File: src/rtl/adder_serial_if.sv
// Handshake and operand/result bundle for the digit-serial adder/comparator.
// master drives operands and consumes results; slave is the adder itself.
interface adder_serial_if #(
  parameter int N = 16
);
  logic         in_valid;
  logic         in_ready;
  logic         Nadd_sub;
  logic [N-1:0] X;
  logic [N-1:0] Y;
  logic         out_valid;
  logic         out_ready;
  logic [N-1:0] sum;
  logic         carry;
  logic         overflow;
  logic         eq;
  logic         lt;
  logic         ltu;

  modport master (
    output in_valid, Nadd_sub, X, Y, out_ready,
    input  in_ready, out_valid, sum, carry, overflow, eq, lt, ltu
  );

  modport slave (
    input  in_valid, Nadd_sub, X, Y, out_ready,
    output in_ready, out_valid, sum, carry, overflow, eq, lt, ltu
  );
endinterface

File: src/rtl/adder_serial.sv
// Digit-serial add/subtract with comparator flags: N-bit operands processed
// D bits per clock, LSB digit first, carry held in a register between digits.
module adder_serial #(
  parameter int N = 16,
  parameter int D = 4
) (
  input logic           clk,
  input logic           rst_n,
  adder_serial_if.slave bus
);
  localparam int K  = N / D;
  localparam int CW = (K > 1) ? $clog2(K) : 1;

  if ((N % D) != 0 || D > N) begin : g_bad_params
    $error("adder_serial: D must divide N and not exceed it");
  end

  typedef enum logic [1:0] {S_IDLE, S_RUN, S_DONE} state_t;

  state_t         r_state;
  state_t         w_state_nxt;
  logic [N-1:0]   r_x;
  logic [N-1:0]   r_y;
  logic           r_sub;
  logic           r_c;
  logic [CW-1:0]  r_cnt;
  logic [N-1:0]   r_acc;
  logic [N-1:0]   r_sum;
  logic           r_carry;
  logic           r_ovf;
  logic           r_eq;
  logic           r_lt;
  logic           r_ltu;

  logic           w_in_ready;
  logic           w_out_valid;
  logic           w_last;
  logic [D-1:0]   w_yd;
  logic [D:0]     w_dsum;
  logic [N-1:0]   w_acc_nxt;
  logic           w_cout;
  logic           w_cnm1;
  logic           w_ovf;
  logic           w_eq;

  assign w_last = (r_cnt == CW'(K - 1));

  // Operands shift right each digit so the active digit is always bits [D-1:0];
  // the result digit enters at the top of the accumulator.
  always_comb begin
    w_yd      = r_y[D-1:0] ^ {D{r_sub}};
    w_dsum    = {1'b0, r_x[D-1:0]} + {1'b0, w_yd} + {{D{1'b0}}, r_c};
    w_cout    = w_dsum[D];
    w_acc_nxt = (r_acc >> D) | (N'(w_dsum[D-1:0]) << (N - D));
    // Carry into the top bit recovered from that bit's inputs and sum.
    w_cnm1    = r_x[D-1] ^ w_yd[D-1] ^ w_dsum[D-1];
    w_ovf     = w_cnm1 ^ w_cout;
    w_eq      = r_sub & (w_acc_nxt == '0);
  end

  always_ff @(posedge clk) begin
    if (!rst_n) r_state <= S_IDLE;
    else        r_state <= w_state_nxt;
  end

  always_comb begin
    w_state_nxt = r_state;
    case (r_state)
      S_IDLE:  if (bus.in_valid) w_state_nxt = S_RUN;
      S_RUN:   if (w_last)       w_state_nxt = S_DONE;
      S_DONE:  if (bus.out_ready) w_state_nxt = S_IDLE;
      default: w_state_nxt = S_IDLE;
    endcase
  end

  always_comb begin
    w_in_ready  = rst_n & (r_state == S_IDLE);
    w_out_valid = (r_state == S_DONE);
  end

  always_ff @(posedge clk) begin
    if (!rst_n) begin
      r_x     <= '0;
      r_y     <= '0;
      r_sub   <= 1'b0;
      r_c     <= 1'b0;
      r_cnt   <= '0;
      r_acc   <= '0;
      r_sum   <= '0;
      r_carry <= 1'b0;
      r_ovf   <= 1'b0;
      r_eq    <= 1'b0;
      r_lt    <= 1'b0;
      r_ltu   <= 1'b0;
    end else begin
      if (r_state == S_IDLE && bus.in_valid) begin
        r_x   <= bus.X;
        r_y   <= bus.Y;
        r_sub <= bus.Nadd_sub;
        r_c   <= bus.Nadd_sub;
        r_cnt <= '0;
        r_acc <= '0;
      end else if (r_state == S_RUN) begin
        r_x   <= r_x >> D;
        r_y   <= r_y >> D;
        r_c   <= w_cout;
        r_acc <= w_acc_nxt;
        r_cnt <= r_cnt + CW'(1);
        if (w_last) begin
          r_sum   <= w_acc_nxt;
          r_carry <= w_cout;
          r_ovf   <= w_ovf;
          r_eq    <= w_eq;
          r_lt    <= r_sub & ~w_eq & (w_acc_nxt[N-1] ^ w_ovf);
          r_ltu   <= r_sub & ~w_eq & ~w_cout;
        end
      end
    end
  end

  assign bus.in_ready  = w_in_ready;
  assign bus.out_valid = w_out_valid;
  assign bus.sum       = r_sum;
  assign bus.carry     = r_carry;
  assign bus.overflow  = r_ovf;
  assign bus.eq        = r_eq;
  assign bus.lt        = r_lt;
  assign bus.ltu       = r_ltu;
endmodule

File: src/flat_wrapper.sv
// flat-port wrapper written by rule: the top's interface ports become plain ports
module adder_serial_flat 
#(
  parameter int N = 16,
  parameter int D = 4
)
  (clk, rst_n, bus_in_valid, bus_Nadd_sub, bus_X, bus_Y, bus_out_ready, bus_in_ready, bus_out_valid, bus_sum, bus_carry, bus_overflow, bus_eq, bus_lt, bus_ltu);
  adder_serial_if #(.N(N)) bus_i ();
  input logic clk;
  input logic rst_n;
  input wire logic [$bits(bus_i.in_valid)-1:0] bus_in_valid;
  input wire logic [$bits(bus_i.Nadd_sub)-1:0] bus_Nadd_sub;
  input wire logic [$bits(bus_i.X)-1:0] bus_X;
  input wire logic [$bits(bus_i.Y)-1:0] bus_Y;
  input wire logic [$bits(bus_i.out_ready)-1:0] bus_out_ready;
  output wire logic [$bits(bus_i.in_ready)-1:0] bus_in_ready;
  output wire logic [$bits(bus_i.out_valid)-1:0] bus_out_valid;
  output wire logic [$bits(bus_i.sum)-1:0] bus_sum;
  output wire logic [$bits(bus_i.carry)-1:0] bus_carry;
  output wire logic [$bits(bus_i.overflow)-1:0] bus_overflow;
  output wire logic [$bits(bus_i.eq)-1:0] bus_eq;
  output wire logic [$bits(bus_i.lt)-1:0] bus_lt;
  output wire logic [$bits(bus_i.ltu)-1:0] bus_ltu;
  assign bus_i.in_valid = bus_in_valid;
  assign bus_i.Nadd_sub = bus_Nadd_sub;
  assign bus_i.X = bus_X;
  assign bus_i.Y = bus_Y;
  assign bus_i.out_ready = bus_out_ready;
  assign bus_in_ready = bus_i.in_ready;
  assign bus_out_valid = bus_i.out_valid;
  assign bus_sum = bus_i.sum;
  assign bus_carry = bus_i.carry;
  assign bus_overflow = bus_i.overflow;
  assign bus_eq = bus_i.eq;
  assign bus_lt = bus_i.lt;
  assign bus_ltu = bus_i.ltu;
  adder_serial #(.N(N), .D(D)) u_core (.clk(clk), .rst_n(rst_n), .bus(bus_i));
endmodule
File: config.mk
export PLATFORM = sky130hd
export DESIGN_NAME = adder_serial_flat
export DESIGN_NICKNAME = d
export VERILOG_FILES = /design/src/rtl/adder_serial_if.sv /design/src/rtl/adder_serial.sv /design/src/flat_wrapper.sv
export SDC_FILE = /design/constraint.sdc
export NUM_CORES = 1
export LEC_CHECK = 0
export ABC_AREA = 1
export BUFFER_PORTS_ARGS = -buffer_cell sky130_fd_sc_hd__buf_4
export CORE_MARGIN = 1
export CORE_UTILIZATION = 50
export DETAILED_ROUTE_END_ITERATION = 8
export PLACE_DENSITY = 0.74
export RECOVER_POWER = 25
export SETUP_SLACK_MARGIN = 0.2
export SLEW_MARGIN = 10
export SYNTH_ARGS = -nofsm -noshare
export SYNTH_HDL_FRONTEND = slang
export SYNTH_SLANG_ARGS = --single-unit
File: constraint.sdc
create_clock -name clk -period 6 [get_ports clk]
set_input_delay 0.3 -clock clk [delete_from_list [all_inputs] [get_ports clk]]
set_output_delay 0.3 -clock clk [all_outputs]
set_load 0.03 [all_outputs]
==> results of run 1 <==
critical path: cells and delay by family, from the launching register on:
family                   cells  cell delay (ns)
AO/OA/AOI/OAI                1             0.06
AND/OR/NAND/NOR              6             0.56
flip-flops                   1             0.46
adder cells (fa/ha/maj)      2             0.94
XOR/XNOR                     1             0.13
routing by layer:
| layer | up-vias | wire, um | share of wire [%] | track usage (%) |
|---|---|---|---|---|
| li1 | 1377 | - | - | - |
| met1 | 1221 | 3090 | 48 | 29.3 |
| met2 | 64 | 2870 | 45 | 34.3 |
| met3 | 8 | 371 | 5.8 | 6.06 |
| met4 | 0 | 81 | 1.3 | 7.27 |
| met5 | - | 0 | 0 | 0 |
final cells by class:
type | instances | area, um2
Inverter | 33 | 126
Multi-Input combinational cell | 275 | 1330
Sequential cell | 71 | 1420
Tap cell | 72 | 90.1
Timing Repair Buffer | 59 | 360
Clock buffer | 13 | 159
Clock inverter | 3 | 65.1
Fill cell | 506 | 2090
report_power, final:
group / internal [mW] / switching [mW] / total [mW]
Sequential: 0.490 / 0.0116 / 0.502
Combinational: 0.0486 / 0.0770 / 0.126
Clock: 0.257 / 0.168 / 0.425
registers in the layout, indices dropped and copies added, names as in the netlist, 2 cells and up:
signal,flops
u_core.r_acc,12
u_core.r_cnt,2
u_core.r_y,16
u_core.r_x,16
u_core.r_state,2
u_core.bus.sum,16
cells in the final DEF (no fill, tap or decap), types with 3 or more instances in the layout:
cell type  synthesis  final
a21oi_1           43     43
a31oi_1           25     25
buf_4              1     37
clkbuf_1           8     24
clkbuf_8           0     11
dfxtp_1           71     71
ha_1               4      4
inv_1             29     29
inv_2              3      3
nand2_1          156    156
nand3_1            8      8
nor2_1            13     13
o21ai_0           10     10
xnor2_1            3      3
cells by family after synthesis:
| family | after synthesis | synth area share [%] |
|---|---|---|
| adder cells (fa/ha/maj) | 6 | 3.00 |
| buffers and inverters | 55 | 8.43 |
| XOR/XNOR | 5 | 1.46 |
| AND/OR/NAND/NOR | 183 | 24.9 |
| flip-flops | 71 | 47.4 |
| AO/OA/AOI/OAI | 81 | 14.8 |
worst max-delay path by stage:
stage / slack [ns] / depth (start not counted) / endpoint / start
CTS: 3.68 / 10 / u_core.bus.lt / u_core.r_sub
global placement: 3.75 / 10 / u_core.bus.ltu / u_core.r_sub
detailed placement: 3.70 / 10 / u_core.bus.ltu / u_core.r_sub
floorplan: 3.85 / 11 / u_core.bus.lt / u_core.r_sub
finish: 3.69 / 10 / u_core.bus.ltu / u_core.r_sub
global route: 3.41 / 6 / u_core.bus.carry / u_core.r_state[0]
==> key figures, run 1 <==
Outcome
  – Outcome: finished clean

Worst hold path
  – Worst Hold End: u_core.r_y[14]
  – Hold crit path type: input pin to flip-flop
  – WHS Path Cells: 3
  – Hold_sp: bus_Y[14]

Critical path
  – Worst r2r src: u_core.r_sub
  – Crit path DAT: 2.50 ns
  – Critical path capture point type: flip-flop
  – Slowest-stage cell, CP: fa_1
  – WS Path Type: flip-flop to flip-flop
  – CP Launch Type: flip-flop
  – Slowest stage delay, CP: 0.53 ns
  – Reg2reg setup slack: 3.69 ns
  – Reg2Reg Depth: 10
  – CP required: 6.19 ns
  – Worst-path cell chain: xnor2_1 > fa_1 > fa_1 > nand2_1 > nor2_1 > nand3_1 > nor2_1 > nand2_1 > nand3_1 > a21oi_1
  – Critical Path Fanout Max: 5
  – Reg2reg end: u_core.bus.ltu

Placed design
  – DP Wirelength: 4110 um
  – DP Worst Slack: 3.70 ns
  – Post-DP Area: 0.00341 mm2
  – Port Buffers: 59
  – # placed instances: 510
  – RD Place Congestion: 0.811

Timing
  – Slew margin rel.: 38.1%
  – Setup_tns: 0 ns
  – Fin. Hold Viols: 0
  – # setup viols final: 0
  – Crit share post-route: 38.5%
  – F_max: 0.432 GHz
  – Clock Skew: 0.00823 ns
  – Worst hold slack: 0.212 ns
  – Final WS setup: 3.69 ns
  – Unrepaired setup endpoints after global routing: false
  – Slew @ Worst Pin: 0.928 ns
  – Final min period: 2.31 ns
  – Slew Limit Fails: 0

Route
  – DR vias: 2670
  – Drt drc: 0
  – WL final: 6420 um
  – DR iter-0 viols: 133
  – Via-to-Cell Ratio: 5.08
  – WL per Instance: 12.2 um
  – Final ANT Viol Nets: 0
  – Drt pass-1 iters: 4

Die
  – DIE AREA: 0.00631 mm2
  – Ports: 60
  – Row cnt: 27
  – Starting Density: 53.2%
  – Core Area: 0.00564 mm2
  – Die width: 79.5 um
  – Die height: 79.5 um

Cells and area
  – Area Growth Syn to Fin: 18.3%
  – Share of cells above drive strength 1: 13.4%
  – Post-Layout Cell Count: 526
  – Final Util: 62.9%
  – Layout Nets: 492
  – # diodes: 0
  – Post-route design area: 0.00355 mm2

CTS
  – CTS sink count: 71
  – Root Buffer: clkbuf_8
  – Clk slew on worst S/H paths: 0.08 ns
  – CTS tree: built
  – Maximum clock path buffer count: 2
  – Post_cts resized: 0
  – Post-CTS Setup Bufs: 0
  – Hold-fix buffers, CTS: 0
  – # H-tree levels: 3
  – Total CTS buffers: 9
  – Clock insertion delay at the later pin of the skew report: 0.34 ns

Logic synthesis
  – Post-synth EDFFs: 0
  – Syn_nets: 444
  – Dominant cell by count in the synthesized netlist: nand2_1
  – Top post-synthesis cells by count: 156 x nand2_1, 71 x dfxtp_1, 43 x a21oi_1
  – Cell count after synthesis: 401
  – Cell taking the most area after synthesis: dfxtp_1
  – Most used DFF post-synth: dfxtp_1
  – Netlist cell types: 26
  – Synth Area per Inst: 7.48 um2
  – Post-synth top area share: 47.4%
  – Synth warn: 0
  – Yosys reg bits: 71
  – Mapped Area: 0.00300 mm2
  – Register area share after synthesis: 47.4%
  – Ranking of synthesized cells by area: dfxtp_1 47%, nand2_1 20%, a21oi_1 7.2%, a31oi_1 5.2%, inv_1 3.6%
  – Ys async rst share: 0%

Global routing
  – GRT overflow: 0
  – Vias in the first global route: 2373
  – Initial antenna violation count: 0
  – Largest net degree at the start of global routing: 55
  – First-pass GRT wire length: 10800 um
  – Gr usage total: 22.0%

Power
  – Max IR drop VDD: 0.179 mV
  – Pleak: 1.43 nW
  – Pwr/cell area: 297 mW/mm2
  – Overall power: 1.05 mW

Job
  – Total of max-cap violations: 0
(Power assumes the default switching activity.)
==> run 2, diff against run 1 <==
--- a/config.mk
+++ b/config.mk
@@ -5,12 +5,12 @@
 export SDC_FILE = /design/constraint.sdc
 export NUM_CORES = 1
 export LEC_CHECK = 0
-export ABC_AREA = 1
+export ABC_AREA = 0
 export BUFFER_PORTS_ARGS = -buffer_cell sky130_fd_sc_hd__buf_4
 export CORE_MARGIN = 1
-export CORE_UTILIZATION = 50
+export CORE_UTILIZATION = 49
 export DETAILED_ROUTE_END_ITERATION = 8
-export PLACE_DENSITY = 0.74
+export PLACE_DENSITY = 0.75
 export RECOVER_POWER = 25
 export SETUP_SLACK_MARGIN = 0.2
 export SLEW_MARGIN = 10
==> constraint.sdc (replaced) <==
create_clock -name clk -period 1.9 [get_ports clk]
set_input_delay 0.095 -clock clk [delete_from_list [all_inputs] [get_ports clk]]
set_output_delay 0.095 -clock clk [all_outputs]
set_load 0.03 [all_outputs]
==> run 2 against run 1 <==
  * Register-to-register slack worse by 3.9 ns
  * Critical path depth decreased by 4
  * First-iteration DRC count is 3.0% higher
  * The flow now finishes with violations (setup timing)
  * Design area rose by 5.6%
  * Combinational power rose to 3.9 times the previous value
  * Critical path type unchanged
  * Synthesized area down 1.4%
  * Highest routed layer unchanged
  * Critical endpoint unchanged
==> key figures, run 2 <==
Power
  – Max IR drop VDD: 0.424 mV
  – Sequential share of power: 51.7%
  – Switch share: 25.7%
  – Internal: 2.27 mW
  – Combinational group share of total power: 16.2%
  – Pleak: 1.44 nW
  – Pwr/cell area: 816 mW/mm2
  – Sw power: 0.784 mW
  – Clock power frac: 32.0%

Critical path
  – CP required: 2.11 ns
  – Critical Path Fanout Max: 5
  – Critical path capture point type: flip-flop
  – WS Path Type: flip-flop to flip-flop
  – Crit path DAT: 2.32 ns
  – Slowest-stage cell, CP: fa_2
  – Most frequent CP cell: fa_2
  – CP Launch Type: flip-flop
  – Slowest stage delay, CP: 0.55 ns
  – Worst-path cell chain: xnor2_2 > fa_2 > fa_2 > nand4_1 > a2111oi_4 > o41ai_1
  – Reg2Reg Depth: 6

Global routing
  – Initial antenna violation count: 0
  – Vias in the first global route: 2441
  – Gr usage total: 22.7%
  – Largest net degree at the start of global routing: 36
  – First-pass GRT wire length: 11200 um
  – GRT overflow: 0

Logic synthesis
  – Post-synth top area share: 48.1%
  – Mapped Area: 0.00296 mm2
  – Top post-synthesis cells by count: 89 x nand2_1, 71 x dfxtp_1, 37 x a21oi_1
  – Mux cell area share after synthesis: 0%
  – Netlist cell types: 39
  – Cell taking the most area after synthesis: dfxtp_1
  – Syn_nets: 389
  – Post-synthesis simple-gate area fraction: 19.0%
  – Post-synthesis compound-gate area fraction: 23.6%
  – Dominant cell by count in the synthesized netlist: nand2_1
  – Ys async rst share: 0%
  – Synth Area per Inst: 8.55 um2
  – Post-synth EDFFs: 0
  – Synth Area in XOR/XNOR: 1.78%
  – Most used DFF post-synth: dfxtp_1
  – Synth warn: 0
  – Post-synthesis adder-cell area fraction: 3.05%
  – Largest family of logic cells by synthesized area: compound AO/OA/AOI/OAI gates
  – Cell count after synthesis: 346
  – Register area share after synthesis: 48.1%
  – Yosys reg bits: 71
  – Ranking of synthesized cells by area: dfxtp_1 48%, nand2_1 11%, a21oi_1 6.3%, a22oi_1 6.1%, a21boi_0 5.6%

Cells and area
  – Share of cells above drive strength 1: 23.0%
  – # diodes: 0
  – Layout Nets: 459
  – Area Growth Syn to Fin: 26.7%
  – Most frequent cells in the layout: 87 x nand2_1, 70 x dfxtp_1, 60 x buf_4
  – Most common cell after layout, fill and taps aside: nand2_1

Timing
  – Slew Limit Fails: 0
  – Slew @ Worst Pin: 0.585 ns
  – # setup viols final: 7
  – Crit share post-route: 111%
  – Unrepaired setup endpoints after global routing: true
  – Slew margin rel.: 60.9%
  – Clock Skew: 0.00656 ns
  – Final WS setup: -0.211 ns
  – F_max: 0.474 GHz
  – Fin. Hold Viols: 0
  – Final min period: 2.11 ns
  – Setup_tns: -1.10 ns

CTS
  – Hold-fix buffers, CTS: 0
  – Clk slew on worst S/H paths: 0.07 ns
  – Maximum clock path buffer count: 2
  – CTS tree: built
  – Root Buffer: clkbuf_8
  – # H-tree levels: 3
  – Total CTS buffers: 9
  – CTS sink count: 71
  – Clock insertion delay at the later pin of the skew report: 0.34 ns

Die
  – DIE AREA: 0.00635 mm2
  – Die height: 79.7 um
  – Row cnt: 27
  – Die width: 79.7 um
  – Core Area: 0.00568 mm2
  – Starting Density: 52.1%
  – Ports: 60

Route
  – Via-to-Cell Ratio: 5.37
  – Final ANT Viol Nets: 0
  – DR iter-0 viols: 137
  – Drt drc: 0
  – DR vias: 2630
  – WL per Instance: 13.9 um
  – Drt pass-1 iters: 4
  – WL final: 6800 um

Outcome
  – Failing checks: setup timing
  – Outcome: finished with violations

Placed design
  – DP Wirelength: 4720 um
  – RD Place Congestion: 0.818
  – Port Buffers: 59
  – DP Worst Slack: -0.199 ns

Worst hold path
  – Hold crit path type: input pin to flip-flop
  – WHS Path Cells: 3

Job
  – Total of max-cap violations: 0
==> run 2: changes by cell type after synthesis, moves of 22 or more <==
cell and change:
a21boi_0 +22, inv_1 -23, nand2_1 -67, a22oi_1 +24
a31oi_1 -23
==> run 2: logic make-up (layout without fill, tap and decap cells) <==
logic type	after synthesis	count (layout)
AOI/OAI and AO/OA	103	103
xor gates and xnor gates	6	6
adders and majority gates	6	6
buffers and inverters	31	103
DFF	71	71
and+or+nand+nor	129	129
==> run 2: worst paths after layout <==
kind / startpoint / to / slack, ns
max: u_core.r_sub / u_core.bus.ltu / -0.21
min: bus_X[14] / u_core.r_x[14] / 0.008
max reg2reg: u_core.r_sub / u_core.bus.ltu / -0.21
min reg2reg: u_core.bus.sum[6] / u_core.bus.sum[6] / 0.45
==> run 2: cell type report <==
type,instances,area [um2]
sequential,71,1430
fill,478,1930
clock buffer,11,141
tap,72,90.1
multi-input combinational,244,1490
inverter,7,26.3
timing repair buffer,83,568
clock inverter,2,10.0
==> run 2: metal layers <==
metal	GRT usage, %	up-vias	routed length, um
met4	8.55	0	151
met5	0	-	0
met3	5.26	13	297
met1	26.1	1222	2780
met2	40.5	71	3570
li1	-	1324	-
==> run 2: timing repair <==
action	in CTS	in global routing
setup endpoints to repair	12	12
cloned	0	0
gates resized for setup	3	14
buffers inserted	1	5
pin swaps	1	5
==> run 2: power by group through the flow <==
stage               Clock, mW  Combinational, mW  Sequential, mW
floorplan                   0              0.275            1.60
global placement            0              0.428            1.61
detailed placement          0              0.437            1.61
CTS                     0.999              0.446            1.58
global route             1.07              0.543            1.59
finish                  0.980              0.496            1.58
==> run 2: critical path: cells and delay by family, from the launching register on <==
family / cells / cell delay, ns
AOI/OAI and AO/OA: 2 / 0.42
and+or+nand+nor: 1 / 0.14
DFF: 1 / 0.37
adders and majority gates: 2 / 0.92
xor gates and xnor gates: 1 / 0.14
==> run 2: metrics by stage <==
| stage | utilization, % | area [um2] | power, mW | cells | hold WS, ns |
|---|---|---|---|---|---|
| global placement | 62.7 | 3560 | 2.04 | 471 | 0.357 |
| CTS | 65.6 | 3720 | 3.03 | 485 | 0.00201 |
| detailed placement | 62.7 | 3560 | 2.05 | 471 | 0.363 |
| finish | 66.0 | 3750 | 3.06 | 490 | 0.00846 |
| global route | 66.0 | 3750 | 3.20 | 490 | 0.0157 |
| floorplan | - | 2990 | 1.88 | 346 | 0.240 |
==> run 3, diff against run 2 <==
--- a/config.mk
+++ b/config.mk
@@ -7,10 +7,12 @@
 export LEC_CHECK = 0
 export ABC_AREA = 0
 export BUFFER_PORTS_ARGS = -buffer_cell sky130_fd_sc_hd__buf_4
-export CORE_MARGIN = 1
-export CORE_UTILIZATION = 49
+export CELL_PAD_IN_SITES_DETAIL_PLACEMENT = 1
+export CELL_PAD_IN_SITES_GLOBAL_PLACEMENT = 1
+export CORE_MARGIN = 5
+export CORE_UTILIZATION = 36
 export DETAILED_ROUTE_END_ITERATION = 8
-export PLACE_DENSITY = 0.75
+export PLACE_DENSITY_LB_ADDON = 0.1
 export RECOVER_POWER = 25
 export SETUP_SLACK_MARGIN = 0.2
 export SLEW_MARGIN = 10
==> run 3 against run 2 <==
  * The run still ends with setup timing left
  * Hold slack lost 0.0015 ns
  * Sequential share of layout area shrank 1.4 points
  * Largest power group unchanged
  * Highest routed layer unchanged
  * Register-to-register slack gained 0.02 ns
  * Critical endpoint is now u_core.bus.eq
  * Design area grew 3.8%
==> key figures, run 3 (synthesis results as in run 2) <==
Placed design
  – RD Place Congestion: 0.811
  – DP Wirelength: 5640 um
  – DP Worst Slack: -0.199 ns
  – Port Buffers: 59

Global routing
  – First-pass GRT wire length: 13200 um
  – Vias in the first global route: 2800
  – GRT overflow: 0
  – Largest net degree at the start of global routing: 43
  – Initial antenna violation count: 0
  – Gr usage total: 16.6%

Outcome
  – Failing checks: setup timing
  – Outcome: finished with violations

Die
  – Row cnt: 33
  – Ports: 60
  – Starting Density: 36.5%
  – DIE AREA: 0.0101 mm2
  – Die height: 101 um
  – Die width: 101 um
  – Core Area: 0.00809 mm2

Critical path
  – WS Path Type: flip-flop to flip-flop
  – Slowest stage delay, CP: 0.56 ns
  – CP required: 2.18 ns
  – Worst-path cell chain: xnor2_2 > fa_2 > fa_2 > nand4_1 > a2111oi_4 > a32o_1
  – CP Launch Type: flip-flop
  – Most frequent CP cell: fa_2
  – Critical path capture point type: flip-flop
  – Critical Path Fanout Max: 4
  – Slowest-stage cell, CP: fa_2
  – Crit path DAT: 2.37 ns

Cells and area
  – Share of cells above drive strength 1: 23.2%
  – # diodes: 0
  – Most common cell after layout, fill and taps aside: nand2_1
  – Final Util: 48.1%
  – Area Growth Syn to Fin: 31.6%
  – Most frequent cells in the layout: 88 x nand2_1, 70 x dfxtp_1, 60 x buf_4
  – Layout Nets: 461
  – Fill cells: 995

Power
  – Clock power frac: 40.8%
  – Max IR drop VDD: 0.384 mV
  – Switch share: 24.6%
  – Pwr/cell area: 903 mW/mm2
  – Pleak: 1.49 nW
  – Sw power: 0.864 mW
  – Overall power: 3.51 mW
  – Internal: 2.65 mW
  – Combinational group share of total power: 14.2%
  – Sequential share of power: 44.9%

Route
  – Drt pass-1 iters: 4
  – WL per Instance: 15.4 um
  – WL final: 8130 um
  – Via-to-Cell Ratio: 5.02
  – DR iter-0 viols: 72
  – Drt drc: 0
  – DR vias: 2648
  – Final ANT Viol Nets: 0

CTS
  – Maximum clock path buffer count: 2
  – # H-tree levels: 3
  – Total CTS buffers: 9
  – Clk slew on worst S/H paths: 0.08 ns
  – CTS sink count: 71
  – Root Buffer: clkbuf_8
  – Clock insertion delay at the later pin of the skew report: 0.35 ns
  – CTS tree: built

Timing
  – Final min period: 2.09 ns
  – Unrepaired setup endpoints after global routing: true
  – F_max: 0.479 GHz
  – Final WS setup: -0.188 ns
  – # setup viols final: 5
  – Fin. Hold Viols: 0
  – Slew @ Worst Pin: 0.538 ns
  – Slew Limit Fails: 0
  – Worst hold slack: 0.00692 ns
  – Setup_tns: -0.758 ns
  – Slew margin rel.: 64.1%
  – Clock Skew: 0.0109 ns
  – Crit share post-route: 110%

Job
  – Total of max-cap violations: 0

Worst hold path
  – Hold crit path type: input pin to flip-flop
[run 3: layout make-up]
type	count	area (um2)	area share (%)
multi-input combinational	244	1470	37.8
sequential	71	1430	36.6
timing repair buffer	85	604	15.5
tap	105	131	3.38
clock buffer	9	124	3.18
clock inverter	6	110	2.83
inverter	7	26.3	0.675
[run 3: through the flow]
| stage | area, um2 | cells |
|---|---|---|
| 2_1_floorplan | 2990 | 346 |
| 3_3_place_gp | 3630 | 506 |
| 3_5_place_dp | 3630 | 506 |
| 4_1_cts | 3910 | 525 |
| 5_1_grt | 3890 | 527 |
| 6_report | 3890 | 527 |
[run 3: timing repair]
item / CTS / global route
pin swaps: 0 / 7
resized for setup: 5 / 10
setup endpoints to repair: 12 / 12
hold buffers: 2 / 0
buffers inserted: 2 / 2
hold endpoints to repair: 2 / 0
[run 3: power by group through the flow]
stage / sequential [mW] / clock [mW] / combinational [mW]
2_1_floorplan: 1.60 / 0 / 0.275
3_3_place_gp: 1.61 / 0 / 0.450
3_5_place_dp: 1.61 / 0 / 0.461
4_1_cts: 1.58 / 1.47 / 0.474
5_1_grt: 1.59 / 1.53 / 0.548
6_report: 1.58 / 1.43 / 0.500
[run 3: worst paths after layout]
path                startpoint                 to  slack [ns]  depth (start not counted)
max               u_core.r_sub      u_core.bus.eq       -0.19                          6
min                  bus_X[15]     u_core.r_x[15]       0.007                          3
min reg2reg  u_core.bus.sum[5]  u_core.bus.sum[5]        0.45                          2
max reg2reg       u_core.r_sub      u_core.bus.eq       -0.19                          6
[run 3: layer usage]
metal	track usage, %	part of all wire (%)	wire length, um
met1	18.1	43	3490
met5	0	0	0
met4	5.60	0.98	80
met3	4.29	3.5	283
met2	31.0	53	4270
[run 3: worst max-delay path, delay by kind of cell (launching register included)]
kind,cells,cell delay [ns]
xor gates and xnor gates,1,0.14
DFF,1,0.37
and+or+nand+nor,1,0.14
AOI/OAI and AO/OA,2,0.46
adders and majority gates,2,0.93
